`src/rtl/rx_field_capture.sv`:
```
`default_nettype none
// ============================================================================
// Module      : rx_field_capture
// Description : Captures one packet field (SYNC, PID, CRC5, CRC16 or DATA)
//               from a decoded serial bit stream, LSB first. Stuffed bits are
//               dropped. DATA bytes are packed into rcv_data with byte-count,
//               overflow and fragment tracking.
// Ports       : clk, rst (async, active high)
//               start/field_sel   - begin capture of the selected field
//               bit_valid/stuff_bit/d_orig - serial bit input and qualifiers
//               eop               - terminates a DATA field
//               abort             - cancels the capture in progress
//               busy, field_done, byte_done, byte_cnt, overflow, frag_err
//               rcv_sync, rcv_pid, rcv_crc5, rcv_crc16, rcv_data - captures
// Revision    : 1.0 - initial release
// ============================================================================
module rx_field_capture #(
    parameter int DATA_BYTES = 8,
    parameter int CNT_W      = $clog2(DATA_BYTES + 1)
) (
    input  logic                    clk,
    input  logic                    rst,
    input  logic                    start,
    input  logic [2:0]              field_sel,
    input  logic                    bit_valid,
    input  logic                    stuff_bit,
    input  logic                    d_orig,
    input  logic                    eop,
    input  logic                    abort,
    output logic                    busy,
    output logic                    field_done,
    output logic                    byte_done,
    output logic [CNT_W-1:0]        byte_cnt,
    output logic                    overflow,
    output logic                    frag_err,
    output logic [7:0]              rcv_sync,
    output logic [7:0]              rcv_pid,
    output logic [4:0]              rcv_crc5,
    output logic [15:0]             rcv_crc16,
    output logic [8*DATA_BYTES-1:0] rcv_data
);

    localparam logic [2:0] c_SEL_SYNC  = 3'd0;
    localparam logic [2:0] c_SEL_PID   = 3'd1;
    localparam logic [2:0] c_SEL_CRC5  = 3'd2;
    localparam logic [2:0] c_SEL_CRC16 = 3'd3;
    localparam logic [2:0] c_SEL_DATA  = 3'd4;

    typedef enum logic [1:0] {
        IDLE  = 2'd0,
        SHIFT = 2'd1,
        DONE  = 2'd2
    } state_t;

    state_t                  r_state;
    state_t                  w_state_nxt;
    logic [2:0]              r_sel;
    logic [4:0]              r_bit_cnt;
    logic [7:0]              r_byte;
    logic                    r_byte_done;
    logic [CNT_W-1:0]        r_byte_cnt;
    logic                    r_overflow;
    logic                    r_frag_err;
    logic [7:0]              r_sync;
    logic [7:0]              r_pid;
    logic [4:0]              r_crc5;
    logic [15:0]             r_crc16;
    logic [8*DATA_BYTES-1:0] r_data;

    logic                    w_start_ok;
    logic                    w_acc;
    logic                    w_is_data;
    logic [4:0]              w_width;
    logic [4:0]              w_cnt_inc;
    logic                    w_byte_full;
    logic [7:0]              w_byte_new;
    logic                    w_field_last;
    logic                    w_eop_end;
    logic [2:0]              w_bits_after;

    assign w_start_ok   = start & (field_sel <= c_SEL_DATA);
    assign w_acc        = (r_state == SHIFT) & bit_valid & ~stuff_bit & ~start & ~abort;
    assign w_is_data    = (r_sel == c_SEL_DATA);
    assign w_cnt_inc    = r_bit_cnt + 5'd1;
    assign w_byte_new   = {d_orig, r_byte[7:1]};
    assign w_byte_full  = w_is_data & w_acc & (r_bit_cnt[2:0] == 3'd7);
    assign w_field_last = ~w_is_data & w_acc & (w_cnt_inc == w_width);
    assign w_eop_end    = (r_state == SHIFT) & w_is_data & eop & ~start & ~abort;
    // Bit position inside the current DATA byte once this cycle's bit (if
    // any) is taken; the 3-bit wrap makes a just-completed byte read as 0.
    assign w_bits_after = w_acc ? w_cnt_inc[2:0] : r_bit_cnt[2:0];

    always_comb begin
        w_width = 5'd8;
        case (r_sel)
            c_SEL_CRC5:  w_width = 5'd5;
            c_SEL_CRC16: w_width = 5'd16;
            default:     w_width = 5'd8;
        endcase
    end

    always_comb begin
        w_state_nxt = r_state;
        if (w_start_ok) begin
            w_state_nxt = SHIFT;
        end else begin
            case (r_state)
                SHIFT: begin
                    if (abort) begin
                        w_state_nxt = IDLE;
                    end else if (w_field_last || w_eop_end) begin
                        w_state_nxt = DONE;
                    end
                end
                DONE:    w_state_nxt = IDLE;
                default: w_state_nxt = IDLE;
            endcase
        end
    end

    always_ff @(posedge clk or posedge rst) begin
        if (rst) begin
            r_state <= IDLE;
        end else begin
            r_state <= w_state_nxt;
        end
    end

    always_ff @(posedge clk or posedge rst) begin
        if (rst) begin
            r_sel       <= c_SEL_SYNC;
            r_bit_cnt   <= 5'd0;
            r_byte      <= 8'd0;
            r_byte_done <= 1'b0;
            r_byte_cnt  <= '0;
            r_overflow  <= 1'b0;
            r_frag_err  <= 1'b0;
            r_sync      <= 8'd0;
            r_pid       <= 8'd0;
            r_crc5      <= 5'd0;
            r_crc16     <= 16'd0;
            r_data      <= '0;
        end else begin
            r_byte_done <= 1'b0;
            if (w_start_ok) begin
                r_sel     <= field_sel;
                r_bit_cnt <= 5'd0;
                case (field_sel)
                    c_SEL_SYNC:  r_sync  <= 8'd0;
                    c_SEL_PID:   r_pid   <= 8'd0;
                    c_SEL_CRC5:  r_crc5  <= 5'd0;
                    c_SEL_CRC16: r_crc16 <= 16'd0;
                    default: begin
                        r_byte     <= 8'd0;
                        r_byte_cnt <= '0;
                        r_data     <= '0;
                        r_overflow <= 1'b0;
                        r_frag_err <= 1'b0;
                    end
                endcase
            end else if (w_acc) begin
                if (w_is_data) begin
                    // DATA only needs the position within the byte.
                    r_bit_cnt <= {2'b00, w_cnt_inc[2:0]};
                    r_byte    <= w_byte_new;
                    if (w_byte_full) begin
                        r_byte_done <= 1'b1;
                        if (r_byte_cnt < CNT_W'(DATA_BYTES)) begin
                            for (int k = 0; k < DATA_BYTES; k++) begin
                                if (r_byte_cnt == CNT_W'(k)) begin
                                    r_data[8*k +: 8] <= w_byte_new;
                                end
                            end
                            r_byte_cnt <= r_byte_cnt + 1'b1;
                        end else begin
                            r_overflow <= 1'b1;
                        end
                    end
                end else begin
                    r_bit_cnt <= w_cnt_inc;
                    case (r_sel)
                        c_SEL_SYNC:  r_sync  <= {d_orig, r_sync[7:1]};
                        c_SEL_PID:   r_pid   <= {d_orig, r_pid[7:1]};
                        c_SEL_CRC5:  r_crc5  <= {d_orig, r_crc5[4:1]};
                        default:     r_crc16 <= {d_orig, r_crc16[15:1]};
                    endcase
                end
            end
            // A partial byte at end of packet is dropped, only flagged.
            if (w_eop_end && (w_bits_after != 3'd0)) begin
                r_frag_err <= 1'b1;
            end
        end
    end

    assign busy       = (r_state == SHIFT);
    assign field_done = (r_state == DONE);
    assign byte_done  = r_byte_done;
    assign byte_cnt   = r_byte_cnt;
    assign overflow   = r_overflow;
    assign frag_err   = r_frag_err;
    assign rcv_sync   = r_sync;
    assign rcv_pid    = r_pid;
    assign rcv_crc5   = r_crc5;
    assign rcv_crc16  = r_crc16;
    assign rcv_data   = r_data;

endmodule
`default_nettype wire

```
`config.mk`:
```
export PLATFORM = sky130hd
export DESIGN_NAME = rx_field_capture
export DESIGN_NICKNAME = d
export VERILOG_FILES = /design/src/rtl/rx_field_capture.sv
export SDC_FILE = /design/constraint.sdc
export NUM_CORES = 1
export LEC_CHECK = 0
export CORE_UTILIZATION = 26
export CTS_CLUSTER_SIZE = 10
export DETAILED_ROUTE_END_ITERATION = 8
export SETUP_SLACK_MARGIN = 0.1
export SLEW_MARGIN = 5
export SYNTH_ARGS = -nofsm -noshare
export SYNTH_HDL_FRONTEND = slang
export SYNTH_SLANG_ARGS = --single-unit
```
`constraint.sdc`:
```
create_clock -name clk -period 5.05 [get_ports clk]
set_clock_uncertainty 0.1 [all_clocks]
set_input_delay 1.01 -clock clk [delete_from_list [all_inputs] [get_ports clk]]
set_output_delay 1.01 -clock clk [all_outputs]
set_load 0.005 [all_outputs]
```
==> Implementation_results.wiki, run 1 <==
{| class="wikitable"
! Metric !! Value
|-
| Die ar. || 21110 sq um
|-
| Outcome || completed
|-
| Hold/Removal Path Class || reg -> reg
|-
| Share of flip-flops with an asynchronous set or reset after synthesis || 100.0%
|-
| Worst-case clock buffer depth || 2
|-
| Post-detailed-routing wire length || roughly 15 mm
|-
| Switching power || between 0.5 and 0.6 mW
|-
| Yosys warnings || 0
|-
| Power per standard cell area || approximately 340 nW/um^2
|-
| Fraction of final layout cells with drive strength greater than 1 || 8.844%
|-
| Met3 demand-to-capacity share in global routing || about 4.2%
|-
| Req. time, crit path || around 5300 ps
|-
| Ratio of routed vias to standard cells || 4.561
|-
| Floorplan die height || 145.3 microns
|-
| Area contributors post-synth || sky130_fd_sc_hd__dfrtp_1 59%, sky130_fd_sc_hd__mux2i_1 12%, sky130_fd_sc_hd__a22o_1 7.1%, sky130_fd_sc_hd__nand2_1 5.7%, sky130_fd_sc_hd__nor2_8 1.5%
|-
| Via count of the first global-routing pass || 3906
|-
| Area added between synthesis and finish || 40.82%
|-
| Relative max-transition margin || 42.13%
|-
| Static leakage || 3.248 nW
|-
| Setup repair after global routing missed its margin || no
|-
| Number of antenna diodes || 0
|-
| Primary flip-flop cell chosen by synthesis mapping || sky130_fd_sc_hd__dfrtp_1
|-
| Clock period minus worst slack || roughly 3400 ps
|-
| Share of the synthesized area in the top cell type || 58.59%
|-
| Final max-slew violation count || 0
|-
| Final worst-path cycle share || 66.36%
|-
| Post-synthesis cell type with the largest combined area || sky130_fd_sc_hd__dfrtp_1
|-
| Total of flip-flops plus latches after synthesis || roughly 130
|-
| Number of sinks driven by the clock tree || roughly 130
|-
| Number of DRC violations after detailed routing || 0
|-
| Drt first pass iters || 4
|-
| Maximum vdd ir drop || 0.0002182 V
|-
| TritonCTS clock tree || done
|-
| Count of pins on the block boundary || 121
|-
| Summed negative setup slack over all endpoints || 0 ps
|-
| Via count || 3913
|-
| Number of routed nets with antenna violations || 0
|-
| Clock edge transition at the registers on the reported setup and hold paths || 60 ps
|-
| Count of distinct cell types in the synthesized netlist || 44
|-
| CTS root buffer || sky130_fd_sc_hd__clkbuf_16
|-
| Global-route met1 utilization || 18.46%
|-
| Overall power of the completed layout || 2.547 mW
|-
| Global routing met2 resource utilization || 23.29%
|-
| Post CTS Setup Buffer Count || 0
|-
| Summed instance area of the synthesized netlist || 5339 sq um
|-
| Maximum number of pins on one net before global-route repair || 71
|-
| Initial antenna violation count || 0
|-
| Clock network power share || 53.7%
|-
| Type of origin of the critical path || input pin
|-
| Critical path arrival || about 3600 ps
|-
| Kind of capture point of the worst setup path || flip-flop
|-
| Fin nets || 592
|-
| Internal power || between 1.5 and 2 mW
|-
| Final weighted congestion in routability-driven placement || 0.7828
|-
| Final global-route overflow total || 0
|-
| H-tree levels || 4
|-
| Critical Setup Path Class || in -> reg
|-
| Transition time of the tightest slew-check pin || 860.2 ps
|-
| Quantity of gates resized following cts || 0
|-
| Initial Util || 26.47%
|-
| Number of enable-type register cells in the synthesized netlist || 0
|-
| Core box area || around 20000 sq um
|-
| Post-Syn Instances || about 450
|-
| Switching fraction of total power || 22.65%
|-
| Clock latency at the later pin of the worst-skew pair || 420 ps
|-
| Combined global-route utilization of all metal layers || about 14%
|-
| Number of buffers inserted by port buffering || 120
|-
| Count of endpoints failing hold in the final timing report || 0
|-
| Count of hold buffers inserted by post-cts repair || 0
|-
| Portion of total power attributed to combinational logic || 5.4%
|-
| Floorplan die width || 145.3 microns
|-
| Starting DRC count in detailed routing || 240
|-
| Number of endpoints failing setup at the final stage || 0
|-
| Synth Net Count || 465
|-
| Total clock buffers created by CTS || 17
|-
| Number of violations of the max-capacitance limit || 0
|-
| Max Clock Freq || just under 300 MHz
|-
| Fraction of the yosys area taken by sequential cells || about three fifths
|-
| Number of rows created at floorplan || 52
|-
| Part of the power in registers || 40.9%
|-
| First-pass GRT wire length || 22.91 mm
|-
| Avg Cell Area, Syn || 11.92 sq um
|-
| Highest net fanout along the worst path || 12
|-
| GR peak layer || met2
|-
| Routed length per instance || 17.28 microns
|-
| Detailed Place HPWL || 9.805 mm
|}
-- kinds of logic after synthesis --
kind of cell,count (synthesis),share of synthesized area (%)
and+or+nand+nor,140,13.59
DFF,125,58.59
AOI/OAI and AO/OA,76,11.01
muxes,66,12.37
buffers and inverters,30,2.203
adders and majority gates,6,1.406
xor gates and xnor gates,5,0.8202
-- area by class of cell --
cell class              instances  area (sq um)
fillers                      1987         12650
flip-flops and latches        125          3128
multi-input cells             293          2098
repair buffers                124          1244
clock buffers                  18         439.2
well taps                     270         337.8
clock inverters                14         216.5
inverters                      14         55.05
-- metal layers --
metal  part of all wire, %  wire length, microns
met1                    46                  6813
met2                    48                  7125
met3                   4.8                   718
met4                   1.1                   167
met5                     0                     0
-- worst paths after layout --
kind	depth (start not counted)	from	slack, ps	to
worst max-delay path	7	start	1700	rcv_data[16]
worst min-delay path	2	frag_err	400	frag_err
worst max register to register	6	r_sel[2]	2530	rcv_data[16]
worst min register to register	2	frag_err	400	frag_err
max in group asynchronous	3	rst	3020	frag_err
min in group asynchronous	2	rst	970	rcv_data[42]
-- flip-flops by register name, indices dropped and copies added, names as in the netlist, 2 cells and up --
name and cells:
rcv_data 64, rcv_crc16 16, rcv_pid 8, rcv_sync 8, r_byte 7, r_bit_cnt 5, rcv_crc5 5, byte_cnt 4
r_sel 3, r_state 2
-- cell usage in the layout, fill, tap and decap left out, types with 3 or more instances in the layout --
cell                              instances
sky130_fd_sc_hd__nor2_2                   4
sky130_fd_sc_hd__mux2i_1                 66
sky130_fd_sc_hd__clkinvlp_4               4
sky130_fd_sc_hd__nand3_1                  5
sky130_fd_sc_hd__nor2_1                  19
sky130_fd_sc_hd__clkbuf_16               17
sky130_fd_sc_hd__inv_1                   13
sky130_fd_sc_hd__o21ai_1                  3
sky130_fd_sc_hd__ha_1                     6
sky130_fd_sc_hd__a21oi_1                 11
sky130_fd_sc_hd__bufinv_16                5
sky130_fd_sc_hd__nor2b_1                  8
sky130_fd_sc_hd__nor2_8                   4
sky130_fd_sc_hd__nor3b_1                  3
sky130_fd_sc_hd__dfrtp_1                125
sky130_fd_sc_hd__a22o_1                  43
sky130_fd_sc_hd__buf_4                    3
sky130_fd_sc_hd__xnor2_1                  4
sky130_fd_sc_hd__or3b_1                   3
sky130_fd_sc_hd__o21ai_0                  3
sky130_fd_sc_hd__nand2_1                 81
sky130_fd_sc_hd__clkdlybuf4s50_1        120
-- Yosys cell counts, drive strengths merged (2+ instances only) --
cell    instances
a21oi          11
a22o           43
a22oi           2
a31oi           2
and2            2
and3            2
buf             4
clkbuf         12
dfrtp         125
ha              6
inv            14
mux2i          66
nand2          81
nand3           6
nor2           27
nor2b           8
nor3b           3
nor4            2
o21ai           7
o31ai           2
or3b            4
xnor2           4
-- power groups by stage --
stage | combinational, mW | clock, mW | sequential (mW)
2_1_floorplan | 0.0752 | 0 | 1.05
3_3_place_gp | 0.138 | 0 | 1.06
3_5_place_dp | 0.140 | 0 | 1.06
4_1_cts | 0.141 | 1.40 | 1.04
5_1_grt | 0.153 | 1.44 | 1.04
6_report | 0.138 | 1.37 | 1.04
-- metrics by stage --
| step | worst slack (ps) | std cells | util (%) | hold WS [ps] | instance area, sq um |
|---|---|---|---|---|---|
| 2_1_floorplan | 612.4 | 448 | - | 365.7 | 5339 |
| 3_3_place_gp | 1373 | 826 | 34.03 | 381.9 | 6863 |
| 3_5_place_dp | 1276 | 826 | 34.03 | 387.4 | 6863 |
| 4_1_cts | 1721 | 858 | 37.28 | 402.1 | 7518 |
| 5_1_grt | 1623 | 858 | 37.28 | 442.8 | 7518 |
| 6_report | 1699 | 858 | 37.28 | 397.5 | 7518 |
-- critical path, stage by stage --
cell,delay (ps)
sky130_fd_sc_hd__clkdlybuf4s50_1,610
sky130_fd_sc_hd__or3b_2,600
sky130_fd_sc_hd__nor3_2,190
sky130_fd_sc_hd__buf_4,210
sky130_fd_sc_hd__nand2_1,180
sky130_fd_sc_hd__nor2_2,510
sky130_fd_sc_hd__mux2i_1,270
No activity file was read; power rests on OpenSTA's default activity.
==> inputs of run 2 (changes only) <==
==> constraint.sdc (replaced) <==
create_clock -name clk -period 2.7 [get_ports clk]
set_clock_uncertainty 0.1 [all_clocks]
set_input_delay 0.54 -clock clk [delete_from_list [all_inputs] [get_ports clk]]
set_output_delay 0.54 -clock clk [all_outputs]
set_load 0.005 [all_outputs]
==> run 2 against run 1 <==
  * Register-to-register slack lost 2100 ps
  * Sequential share of layout area shrank 1.1 points
  * Final cell count grew 2.7%
==> Implementation_results.wiki, run 2 (synthesized netlist as in run 1, its figures left out) <==
{| class="wikitable"
! Metric !! Value
|-
| Cell Area, Placed || 7112 sq um (was 6863 sq um)
|-
| Fin nets || 615 (was 592)
|-
| Source of the worst register-to-register timing path || r_sel[2] (unchanged)
|-
| Capturing instance or port of the critical path || rcv_data[34] (was rcv_data[16])
|-
| Setup repair after global routing missed its margin || no (unchanged)
|-
| Static leakage || 3.366 nW (was 3.248 nW)
|-
| Flop2flop setup slack || 420 ps (was 2530 ps)
|-
| Initial antenna violation count || 0 (unchanged)
|-
| Critical path arrival || 2600 ps (was 3580 ps)
|-
| Via count || 4043 (was 3913)
|-
| Worst setup startpoint || start (unchanged)
|-
| Number of sinks driven by the clock tree || 125 (unchanged)
|-
| Post-placement setup slack || -122.3 ps (was 1276 ps)
|-
| Type of origin of the critical path || input pin (unchanged)
|-
| First-pass GRT wire length || 23.23 mm (was 22.91 mm)
|-
| Req. time, crit path || 2930 ps (was 5280 ps)
|-
| Clock edge transition at the registers on the reported setup and hold paths || 60 ps (about the same)
|-
| Final max-slew violation count || 0 (unchanged)
|-
| Clock latency at the later pin of the worst-skew pair || 410 ps (was 420 ps)
|-
| Routed length per instance || 16.70 microns (was 17.28 microns)
|-
| Clock period minus worst slack || 2371 ps
|-
| Switching fraction of total power || 22.14% (was 22.65%)
|-
| Max Clock Freq || 421.8 MHz
|-
| Number of routed nets with antenna violations || 0 (unchanged)
|-
| Number of DRC violations after detailed routing || 0 (unchanged)
|-
| Post-detailed-routing wire length || 14.72 mm (was 14.82 mm)
|-
| CTS root buffer || sky130_fd_sc_hd__clkbuf_16 (unchanged)
|-
| Ratio of routed vias to standard cells || 4.589 (was 4.561)
|-
| Cell total after placement || 849 (was 826)
|-
| Floorplan die width || 145.3 microns (unchanged)
|-
| Maximum vdd ir drop || 0.0003707 V (was 0.0002182 V)
|-
| Starting DRC count in detailed routing || 189 (was 240)
|-
| Core box area || 20170 sq um (unchanged)
|-
| Part of the power in registers || 42.7% (was 40.9%)
|-
| Number of buffers inserted by port buffering || 120 (unchanged)
|-
| Outcome || completed (unchanged)
|-
| Floorplan die height || 145.3 microns (unchanged)
|-
| Count of hold buffers inserted by post-cts repair || 0 (unchanged)
|-
| Via count of the first global-routing pass || 4123 (was 3906)
|-
| Transition time of the tightest slew-check pin || 733.0 ps (was 860.2 ps)
|-
| Detailed Place HPWL || 10.13 mm (was 9.805 mm)
|-
| Initial Util || 26.47% (unchanged)
|-
| Most common library cell in the layout ignoring fill and taps || sky130_fd_sc_hd__dfrtp_1 (unchanged)
|-
| Drt first pass iters || 4 (unchanged)
|-
| Number of antenna diodes || 0 (unchanged)
|-
| Endpoint of the most critical register-to-register path || rcv_data[34] (was rcv_data[16])
|-
| Post CTS Setup Buffer Count || 0 (unchanged)
|-
| Filler Cells Inserted || 1955 (was 1987)
|-
| Quantity of gates resized following cts || 0 (unchanged)
|-
| Flip-flop count of the largest register, all copies and words added || 64 (unchanged)
|-
| H-tree levels || 4 (unchanged)
|-
| Overall power of the completed layout || 4.572 mW (was 2.547 mW)
|-
| Power per standard cell area || 591.9 nW/um^2 (was 338.7 nW/um^2)
|-
| Final global-route overflow total || 0 (unchanged)
|-
| Internal power || 3.560 mW (was 1.970 mW)
|-
| Hold/Removal Path Class || reg -> reg (unchanged)
|-
| Die ar. || 21110 sq um (unchanged)
|-
| Highest net fanout along the worst path || 8 (was 12)
|-
| Count of endpoints failing hold in the final timing report || 0 (unchanged)
|-
| Fraction of final layout cells with drive strength greater than 1 || 11.95% (was 8.844%)
|-
| Number of rows created at floorplan || 52 (unchanged)
|-
| Combined global-route utilization of all metal layers || 14.55% (was 14.41%)
|-
| Final weighted congestion in routability-driven placement || 0.8362 (was 0.7828)
|-
| Critical Setup Path Class || in -> reg (unchanged)
|-
| Portion of total power attributed to combinational logic || 6.0% (was 5.4%)
|-
| Total clock buffers created by CTS || 17 (unchanged)
|-
| TritonCTS clock tree || done (unchanged)
|-
| Switching power || 1.012 mW (was 0.5768 mW)
|-
| Number of endpoints failing setup at the final stage || 0 (unchanged)
|-
| Finished Layout Cells || 881 (was 858)
|-
| Worst setup slack after layout || 329.2 ps (was 1699 ps)
|-
| Number of violations of the max-capacitance limit || 0 (unchanged)
|-
| Most used cells in the layout excluding fill and tap cells || 125 x sky130_fd_sc_hd__dfrtp_1, 120 x sky130_fd_sc_hd__clkdlybuf4s50_1, 81 x sky130_fd_sc_hd__nand2_1 (unchanged)
|-
| Count of pins on the block boundary || 121 (unchanged)
|-
| Area added between synthesis and finish || 44.67% (was 40.82%)
|-
| Worst-case clock buffer depth || 2 (unchanged)
|-
| Finished layout cell area || 7724 sq um (was 7518 sq um)
|-
| Clock network power share || 51.3% (was 53.7%)
|-
| Relative max-transition margin || 51.13% (was 42.13%)
|-
| Logic depth of the worst register-to-register path || 6 (unchanged)
|-
| Final worst-path cycle share || 87.81%
|-
| Kind of capture point of the worst setup path || flip-flop (unchanged)
|-
| Maximum number of pins on one net before global-route repair || 126 (was 71)
|}
==> run 2: cell count changes in the layout (fill, tap and decap cells not counted) <==
cell	delta
sky130_fd_sc_hd__buf_12	+6
sky130_fd_sc_hd__inv_6	-1
sky130_fd_sc_hd__clkinv_2	+1
sky130_fd_sc_hd__bufinv_16	-2
sky130_fd_sc_hd__clkbuf_1	+2
sky130_fd_sc_hd__clkinvlp_4	-1
sky130_fd_sc_hd__inv_4	-1
sky130_fd_sc_hd__clkbuf_8	+2
sky130_fd_sc_hd__buf_4	+17
==> run 2: worst min path at each step <==
stage	start	to	depth (start not counted)
after global routing	rcv_pid[0]	rcv_pid[0]	1
final	rcv_pid[0]	rcv_pid[0]	1
after CTS	rcv_pid[0]	rcv_pid[0]	1
after detailed placement	rcv_pid[0]	rcv_pid[0]	1
after floorplan	r_byte[1]	r_byte[1]	1
after global placement	rcv_pid[0]	rcv_pid[0]	1
==> run 2: cell type report <==
cell class | count | area (sq um) | area share (%)
Sequential cell | 125 | 3128 | 40.50
Clock buffer | 22 | 474.2 | 6.140
Multi-Input combinational cell | 293 | 2098 | 27.17
Clock inverter | 10 | 137.6 | 1.782
Inverter | 14 | 56.30 | 0.7290
Timing Repair Buffer | 147 | 1491 | 19.31
Tap cell | 270 | 337.8 | 4.374
==> run 2: per-stage QoR <==
stage / utilization [%] / TNS [ps] / hold slack [ps]
3_3_place_gp: 35.26 / -1486 / 382.0
5_1_grt: 38.29 / 0 / 419.6
3_5_place_dp: 35.26 / -4421 / 380.8
4_1_cts: 38.29 / 0 / 401.9
2_1_floorplan: - / 0 / 365.7
6_report: 38.29 / 0 / 399.7
==> run 2: worst max-delay path, cell delays in order <==
cell and delay (ps):
sky130_fd_sc_hd__clkdlybuf4s50_1 450, sky130_fd_sc_hd__or3b_2 530, sky130_fd_sc_hd__nor3_2 190, sky130_fd_sc_hd__buf_4 160, sky130_fd_sc_hd__nand3b_4 220, sky130_fd_sc_hd__nor2_8 280, sky130_fd_sc_hd__mux2i_1 220
==> run 2: power groups by stage <==
stage	combinational, mW	sequential [mW]	clock [mW]
after global placement	0.274	1.98	0
after floorplan	0.141	1.97	0
final	0.276	1.95	2.35
after global routing	0.307	1.95	2.51
after detailed placement	0.281	1.98	0
after CTS	0.283	1.95	2.41
==> run 2: per-layer routing <==
metal,wire (microns),track usage (%)
met1,6687,18.64
met2,7092,23.56
met3,673,3.585
met4,264,5.684
met5,0,0
